`config.mk`:
```
export PLATFORM = sky130hd
export DESIGN_NAME = free_list_ctrl
export DESIGN_NICKNAME = d
export VERILOG_FILES = /design/src/rtl/free_list_ctrl_pkg.sv /design/src/rtl/free_list_fifo.sv /design/src/rtl/free_list_ctrl.sv
export SDC_FILE = /design/constraint.sdc
export NUM_CORES = 1
export LEC_CHECK = 0
export ABC_CLOCK_PERIOD_IN_PS = 5470
export BUFFER_PORTS_ARGS = -buffer_cell sky130_fd_sc_hd__buf_2
export CORE_MARGIN = 2
export CORE_UTILIZATION = 61
export CTS_CLUSTER_DIAMETER = 200
export DETAILED_ROUTE_END_ITERATION = 6
export GPL_ROUTABILITY_DRIVEN = 0
export PLACE_DENSITY_LB_ADDON = 0.25
export RECOVER_POWER = 25
export SETUP_SLACK_MARGIN = 0.2
export SYNTH_ARGS = -nofsm -noshare
export SYNTH_HDL_FRONTEND = slang
export SYNTH_SLANG_ARGS = --single-unit
```
`constraint.sdc`:
```
create_clock -name CLK -period 5.47 [get_ports CLK]
set_clock_uncertainty 0.15 [all_clocks]
set_input_delay 0.2735 -clock CLK [delete_from_list [all_inputs] [get_ports CLK]]
set_output_delay 0.2735 -clock CLK [all_outputs]
set_load 0.01 [all_outputs]
```
`src/rtl/free_list_ctrl_pkg.sv`:
```
// Shared configuration for the physical-register free list: register-file
// geometry and the controller's state and scan-mode encodings.
package free_list_ctrl_pkg;

  localparam int PROJ_NUM_PHYS_REGS = 64;
  localparam int PROJ_LOG_PHYS      = 6;
  localparam int PROJ_NUM_ARCH_REGS = 32;

  // Controller state: rebuilding the list, or serving rename/commit.
  typedef enum logic {
    FL_SCAN = 1'b0,
    FL_RUN  = 1'b1
  } fl_state_e;

  // Scan mode: INIT skips the identity-mapped architectural registers,
  // RECOVER skips whatever the retirement RAT still holds.
  typedef enum logic {
    FL_MODE_INIT    = 1'b0,
    FL_MODE_RECOVER = 1'b1
  } fl_mode_e;

endpackage

```
`src/rtl/free_list_fifo.sv`:
```
// Circular buffer of physical-register indices with head/tail/count
// tracking. Pops of an empty buffer and pushes into a full buffer (without
// a matching pop) are ignored; the caller decides what a dropped push means.
module free_list_fifo #(
  parameter int DEPTH = 64,
  parameter int AW    = 6
) (
  input  logic          clk,
  input  logic          rst_n,
  input  logic          clear_i,
  input  logic          push_i,
  input  logic [AW-1:0] push_data_i,
  input  logic          pop_i,
  output logic [AW-1:0] head_data_o,
  output logic [AW:0]   count_o,
  output logic          full_o,
  output logic          empty_o
);

  logic [AW-1:0] mem [DEPTH];
  logic [AW-1:0] head_q, head_d;
  logic [AW-1:0] tail_q, tail_d;
  logic [AW:0]   count_q, count_d;
  logic          do_push;
  logic          do_pop;

  // Pointer increment with an explicit wrap so non-power-of-two depths work.
  function automatic logic [AW-1:0] ptr_inc(input logic [AW-1:0] p);
    return (p == AW'(DEPTH - 1)) ? '0 : p + 1'b1;
  endfunction

  assign empty_o     = (count_q == '0);
  assign full_o      = (count_q == (AW+1)'(DEPTH));
  assign count_o     = count_q;
  assign head_data_o = mem[head_q];

  // A push into a full buffer is allowed only when a pop frees the slot in
  // the same cycle.
  assign do_pop  = pop_i && !empty_o;
  assign do_push = push_i && (!full_o || do_pop);

  // Next pointer and occupancy values.
  always_comb begin
    head_d  = head_q;
    tail_d  = tail_q;
    count_d = count_q;
    if (do_pop)  head_d = ptr_inc(head_q);
    if (do_push) tail_d = ptr_inc(tail_q);
    case ({do_push, do_pop})
      2'b10:   count_d = count_q + 1'b1;
      2'b01:   count_d = count_q - 1'b1;
      default: count_d = count_q;
    endcase
  end

  // Pointer and occupancy registers; clear empties the buffer.
  always_ff @(posedge clk) begin
    if (!rst_n || clear_i) begin
      head_q  <= '0;
      tail_q  <= '0;
      count_q <= '0;
    end else begin
      head_q  <= head_d;
      tail_q  <= tail_d;
      count_q <= count_d;
    end
  end

  // Entry storage write port.
  // NOTE: the storage array has no reset; an entry is only ever read after
  // it has been written, and count_q alone says which entries are valid.
  always_ff @(posedge clk) begin
    if (do_push) mem[tail_q] <= push_data_i;
  end

endmodule

```
`src/rtl/free_list_ctrl.sv`:
```
// Free-list controller: hands one free physical register per cycle to
// rename, takes one released register per cycle from ROB commit, and
// rebuilds the list by scanning every physical index after reset or flush.
module free_list_ctrl
  import free_list_ctrl_pkg::*;
#(
  parameter int NUM_PHYS = PROJ_NUM_PHYS_REGS,
  parameter int LOG_PHYS = PROJ_LOG_PHYS,
  parameter int NUM_ARCH = PROJ_NUM_ARCH_REGS
) (
  input  logic                CLK,
  input  logic                RESET,
  input  logic                Grab_IN,
  input  logic                Release_valid_IN,
  input  logic [LOG_PHYS-1:0] Release_reg_IN,
  input  logic                Flush_IN,
  input  logic [NUM_PHYS-1:0] Committed_map_IN,
  output logic [LOG_PHYS-1:0] Free_phys_reg,
  output logic                Free_reg_avail,
  output logic [LOG_PHYS:0]   Free_count,
  output logic                Recovering,
  output logic                Overflow_err
);

  fl_state_e           state_q, state_d;
  fl_mode_e            mode_q, mode_d;
  logic [LOG_PHYS-1:0] scan_idx_q, scan_idx_d;
  logic                overflow_q, overflow_d;

  logic                fifo_clear;
  logic                fifo_push;
  logic [LOG_PHYS-1:0] fifo_push_data;
  logic                fifo_pop;
  logic [LOG_PHYS-1:0] fifo_head;
  logic [LOG_PHYS:0]   fifo_count;
  logic                fifo_full;
  logic                fifo_empty;

  logic                scan_keep;
  logic                scan_last;
  logic                release_ok;

  free_list_fifo #(
    .DEPTH (NUM_PHYS),
    .AW    (LOG_PHYS)
  ) u_fifo (
    .clk         (CLK),
    .rst_n       (RESET),
    .clear_i     (fifo_clear),
    .push_i      (fifo_push),
    .push_data_i (fifo_push_data),
    .pop_i       (fifo_pop),
    .head_data_o (fifo_head),
    .count_o     (fifo_count),
    .full_o      (fifo_full),
    .empty_o     (fifo_empty)
  );

  // INIT frees everything above the identity-mapped architectural range;
  // RECOVER frees whatever retirement does not hold, never phys reg 0.
  assign scan_keep = (mode_q == FL_MODE_INIT)
                   ? (scan_idx_q >= LOG_PHYS'(NUM_ARCH))
                   : ((scan_idx_q != '0) && !Committed_map_IN[scan_idx_q]);
  assign scan_last  = (scan_idx_q == LOG_PHYS'(NUM_PHYS - 1));
  assign release_ok = Release_valid_IN && (Release_reg_IN != '0);

  // Next-state logic: flush restarts a RECOVER scan from any state, SCAN
  // walks one index per cycle, RUN serves grabs and releases.
  // NOTE: every signal driven here gets a default first, so no path through
  // the case can leave one unassigned and infer a latch.
  always_comb begin
    state_d        = state_q;
    mode_d         = mode_q;
    scan_idx_d     = scan_idx_q;
    overflow_d     = overflow_q;
    fifo_clear     = 1'b0;
    fifo_push      = 1'b0;
    fifo_push_data = scan_idx_q;
    fifo_pop       = 1'b0;

    if (Flush_IN) begin
      state_d    = FL_SCAN;
      mode_d     = FL_MODE_RECOVER;
      scan_idx_d = '0;
      fifo_clear = 1'b1;
    end else begin
      case (state_q)
        FL_SCAN: begin
          fifo_push  = scan_keep;
          scan_idx_d = scan_last ? '0 : scan_idx_q + 1'b1;
          if (scan_last) state_d = FL_RUN;
        end
        FL_RUN: begin
          fifo_pop       = Grab_IN && !fifo_empty;
          fifo_push_data = Release_reg_IN;
          if (release_ok) begin
            if (fifo_full && !fifo_pop) overflow_d = 1'b1;
            else                        fifo_push  = 1'b1;
          end
        end
        default: state_d = FL_SCAN;
      endcase
    end
  end

  // Control registers; reset starts an INIT scan and clears the sticky error.
  // NOTE: sequential state uses non-blocking assignments so every register
  // samples its pre-edge inputs regardless of statement order.
  always_ff @(posedge CLK) begin
    if (!RESET) begin
      state_q    <= FL_SCAN;
      mode_q     <= FL_MODE_INIT;
      scan_idx_q <= '0;
      overflow_q <= 1'b0;
    end else begin
      state_q    <= state_d;
      mode_q     <= mode_d;
      scan_idx_q <= scan_idx_d;
      overflow_q <= overflow_d;
    end
  end

  assign Free_phys_reg  = fifo_head;
  assign Free_reg_avail = (state_q == FL_RUN) && !fifo_empty;
  assign Free_count     = fifo_count;
  assign Recovering     = (state_q == FL_SCAN);
  assign Overflow_err   = overflow_q;

endmodule

```
==> out/results.tsv <==
stage	metric	value	unit
sta	Worst slew margin	-132.7	%
worst_setup_path	critical path fanouts, max	20	
sta	minimum clock period	4.834	ns
place	I/O Buffers	90	
sta	final worst slack	0.6357	ns
place	Placed Instances	1342	
clock_network	Inserted Clock Buffers	41	
worst_setup_path	endpoint type of the worst setup path	flop	
power_and_ir_drop	VDD IR max	0.1875	mV
power_and_ir_drop	combinational power share	1.6	%
floorplanning	core area	0.02786	sq mm
worst_setup_path	CP Launch Type	flop	
floorplanning	IO Pins	91	
power_and_ir_drop	power density over the cells	325.2	mW/mm^2
sta	Final setup viols	0	
route	DRC viols	0	
floorplanning	Starting Density	62.12	%
clock_network	clock latency on the worst-skew pair	0.52	ns
power_and_ir_drop	P_sw	0.001205	W
layout	P&R area growth vs syn	13.43	%
floorplanning	die area	0.02973	sq mm
route	via count	9288	
route	Post-DRT Antenna Nets	0	
global_route	first-pass GRT wire length	57950	um
sta	RSZ-0062 raised after global routing	false	
logic_synthesis	Post-synth EDFFs	384	
logic_synthesis	Most used DFF post-synth	edfxtp_1	
route	Pre-antenna DRT Iters	5	
worst_setup_path	Crit Path Class	flop to flop	
clock_network	CTS tree	yes	
global_route	global route overflow	0	
sta	Slew @ Worst Pin	3.453	ns
layout	ANT cells	0	
worst_setup_path	critical path data required time	5.75	ns
floorplanning	Row Count	61	
power_and_ir_drop	Clk network pwr share	44.3	%
logic_synthesis	Ys Warns	0	
layout	share of layout cells above drive strength 1	31.25	%
logic_synthesis	Post-Syn Area per Cell	19.14	sq um
power_and_ir_drop	Net Sw Frac	18.88	%
global_route	GRT Overall Usage	27.01	%
logic_synthesis	synthesized area	0.01731	sq mm
route	routed wire length	38320	um
clock_network	clk sinks	418	
sta	max-slew violations	225	
sta	f_max	0.2069	GHz
place	Place WS	0.7002	ns
global_route	largest net degree at the start of global routing	65	
logic_synthesis	Post-Synthesis Cells	904	
place	Post-Place Cell Area	0.01830	sq mm
clock_network	post-CTS resize count	0	
hold_path	path type of the worst min-delay path	input pin to flop	
route	initial DRC count	1018	
sta	Total Neg Setup Slack	0	ns
layout	cell area after layout	0.01963	sq mm
clock_network	clk root buf	clkbuf_16	
outcome	failing checks	capacitance limit, slew limit	
power_and_ir_drop	leakage power	6.142	nW
layout	nets	1091	
power_and_ir_drop	PnR Total Power	0.006383	W
power_and_ir_drop	Reg power frac	54.2	%
logic_synthesis	Synth Net Count	986	
sta	final worst path period share	88.38	%
place	DPL Wire Length	23130	um
global_route	vias in the first global route	9262	
power_and_ir_drop	internal power	0.005178	W
worst_setup_path	Crit path arrival time	5.11	ns
floorplanning	Die X-Extent	172.4	um
logic_synthesis	Seq/Total Area, Yosys	70.57	%
clock_network	Reg clk slew, reported paths	0.06	ns
clock_network	postcts setup bufs	0	
flow_run	max_cap viols	4	
sta	Hold Vio Cnt, Final	0	
route	drt wl/cell	27.02	um
logic_synthesis	ys async rst share	0	%
layout	Final Non-Filler Cells	1418	
outcome	status	finished, violations left	
floorplanning	die height	172.4	um
global_route	antenna violations before repair	0	
logic_synthesis	Cell variety after synth	54	
logic_synthesis	Yosys reg bits	418	
clock_network	CTS Buffer Depth	3	
clock_network	H-tree Lvls	2	
route	Via density	6.550	
## logic make-up (layout without fill, tap and decap cells)
| family | Yosys count | in the layout | share of synthesized area, % |
|---|---|---|---|
| AOI/OAI and AO/OA | 47 | 47 | 1.779 |
| buffers and inverters | 68 | 204 | 1.576 |
| adders and majority gates | 7 | 7 | 0.5061 |
| muxes | 158 | 158 | 19.16 |
| and+or+nand+nor | 190 | 190 | 5.603 |
| DFF | 418 | 418 | 70.57 |
| xor gates and xnor gates | 16 | 16 | 0.8098 |
## registers in the layout (all words and copies together), names as in the netlist, named ones only
name and cells:
u_fifo.head_q 6, state_q 1, u_fifo.tail_q 6, Overflow_err 1, u_fifo.count_o 7, u_fifo.mem 384, scan_idx_q 6, mode_q 1
## metal layers
| metal | GRT usage, % | routed length, um | part of all wire [%] | up-vias |
|---|---|---|---|---|
| li1 | - | - | - | 3933 |
| met1 | 37.78 | 15050 | 39 | 4822 |
| met3 | 3.731 | 2583 | 6.7 | 82 |
| met5 | 0 | 0 | 0 | - |
| met2 | 45.48 | 19690 | 51 | 451 |
| met4 | 7.417 | 996 | 2.6 | 0 |
## through the flow
stage	utilization (%)	hold WS (ns)
final	70.46	0.07988
after global routing	70.46	0.06552
after CTS	70.64	0.04900
after detailed placement	65.68	0.3280
after global placement	65.68	0.2968
after floorplan	-	0.2337
## critical path, stage by stage (launching register included)
cell and delay, ns:
dfxtp_1 0.39, buf_4 0.35, mux4_2 0.55, mux2_2 0.27
or4_1 0.43, a31oi_2 0.25, nand2_2 0.10, ha_1 0.39
xor2_1 0.21, ha_1 0.21, a21oi_1 0.24, o21ai_0 0.14
a221oi_1 0.44, xor2_1 0.14, or3_1 0.32, a21oi_1 0.14
## cells in the mapped netlist, types with 2 or more instances
library cell,count,area share [%]
nand3_1,16,0.46
mux2i_1,14,0.81
xnor2_1,7,0.35
or3_1,9,0.33
edfxtp_1,384,67
nand2_1,27,0.59
xor2_1,9,0.46
ha_1,7,0.51
or2_2,2,0.072
nand2b_1,8,0.29
mux4_2,138,18
o211ai_1,2,0.087
buf_1,18,0.39
or4_1,6,0.26
dfxtp_1,34,3.9
nor2_1,52,1.1
and2_1,3,0.11
o32a_1,2,0.12
buf_2,5,0.14
nor4_1,12,0.43
or2_1,2,0.072
a31oi_1,3,0.11
nand4_1,2,0.072
a22oi_1,3,0.13
mux2_2,6,0.39
o21a_1,2,0.087
nor3_1,31,0.90
or3b_2,2,0.10
nor4b_1,2,0.10
nand3b_1,4,0.17
clkbuf_1,36,0.78
a21oi_1,8,0.23
nor2b_1,6,0.22
o21ai_0,17,0.49
inv_1,6,0.13
## area by class of cell
type / count / area [sq um]
flip-flops and latches: 418 / 12220
fillers: 1673 / 8229
multi-input cells: 418 / 4846
clock buffers: 53 / 1154
repair buffers: 123 / 700.7
well taps: 378 / 473.0
clock inverters: 21 / 209.0
inverters: 7 / 26.28
## worst paths after layout
path	slack, ns	endpoint	cells past startpoint	from
setup / recovery	0.64	u_fifo.count_o[4]$_SDFFE_PP0P_	15	scan_idx_q[1]$_SDFFE_PP0N_
setup reg to reg	0.64	u_fifo.count_o[4]$_SDFFE_PP0P_	15	scan_idx_q[1]$_SDFFE_PP0N_
hold reg to reg	0.34	Overflow_err$_SDFFE_PN0P_	1	Overflow_err$_SDFFE_PN0P_
hold / removal	0.08	Overflow_err$_SDFFE_PN0P_	3	Flush_IN
## cells in the final DEF (no fill, tap or decap), types with 7 or more instances in the layout
| cell | count |
|---|---|
| xnor2_1 | 7 |
| buf_2 | 80 |
| edfxtp_1 | 384 |
| nor4_1 | 12 |
| nand2_1 | 26 |
| buf_4 | 25 |
| xor2_1 | 9 |
| o21ai_0 | 15 |
| a21oi_1 | 8 |
| nand3_1 | 16 |
| mux4_2 | 138 |
| clkinv_2 | 7 |
| or3_1 | 9 |
| nor2_1 | 52 |
| clkbuf_16 | 43 |
| ha_1 | 7 |
| inv_1 | 7 |
| nand2b_1 | 8 |
| mux2i_1 | 14 |
| dfxtp_1 | 31 |
| nor3_1 | 31 |
| clkbuf_1 | 20 |
## power by group through the flow
stage	Clock [W]	Combinational (W)	Sequential [W]
floorplan	0	0.0000527	0.00352
global placement	0	0.0000974	0.00352
detailed placement	0	0.0000999	0.00352
CTS	0.00285	0.000102	0.00345
global route	0.00297	0.000109	0.00346
finish	0.00283	0.000100	0.00346
## repair_timing
item | in CTS | in global routing
hold endpoints to repair | 2 | 0
endpoints found under the setup margin | 0 | 0
hold buffers | 2 | 0
(Power assumes the default switching activity.)
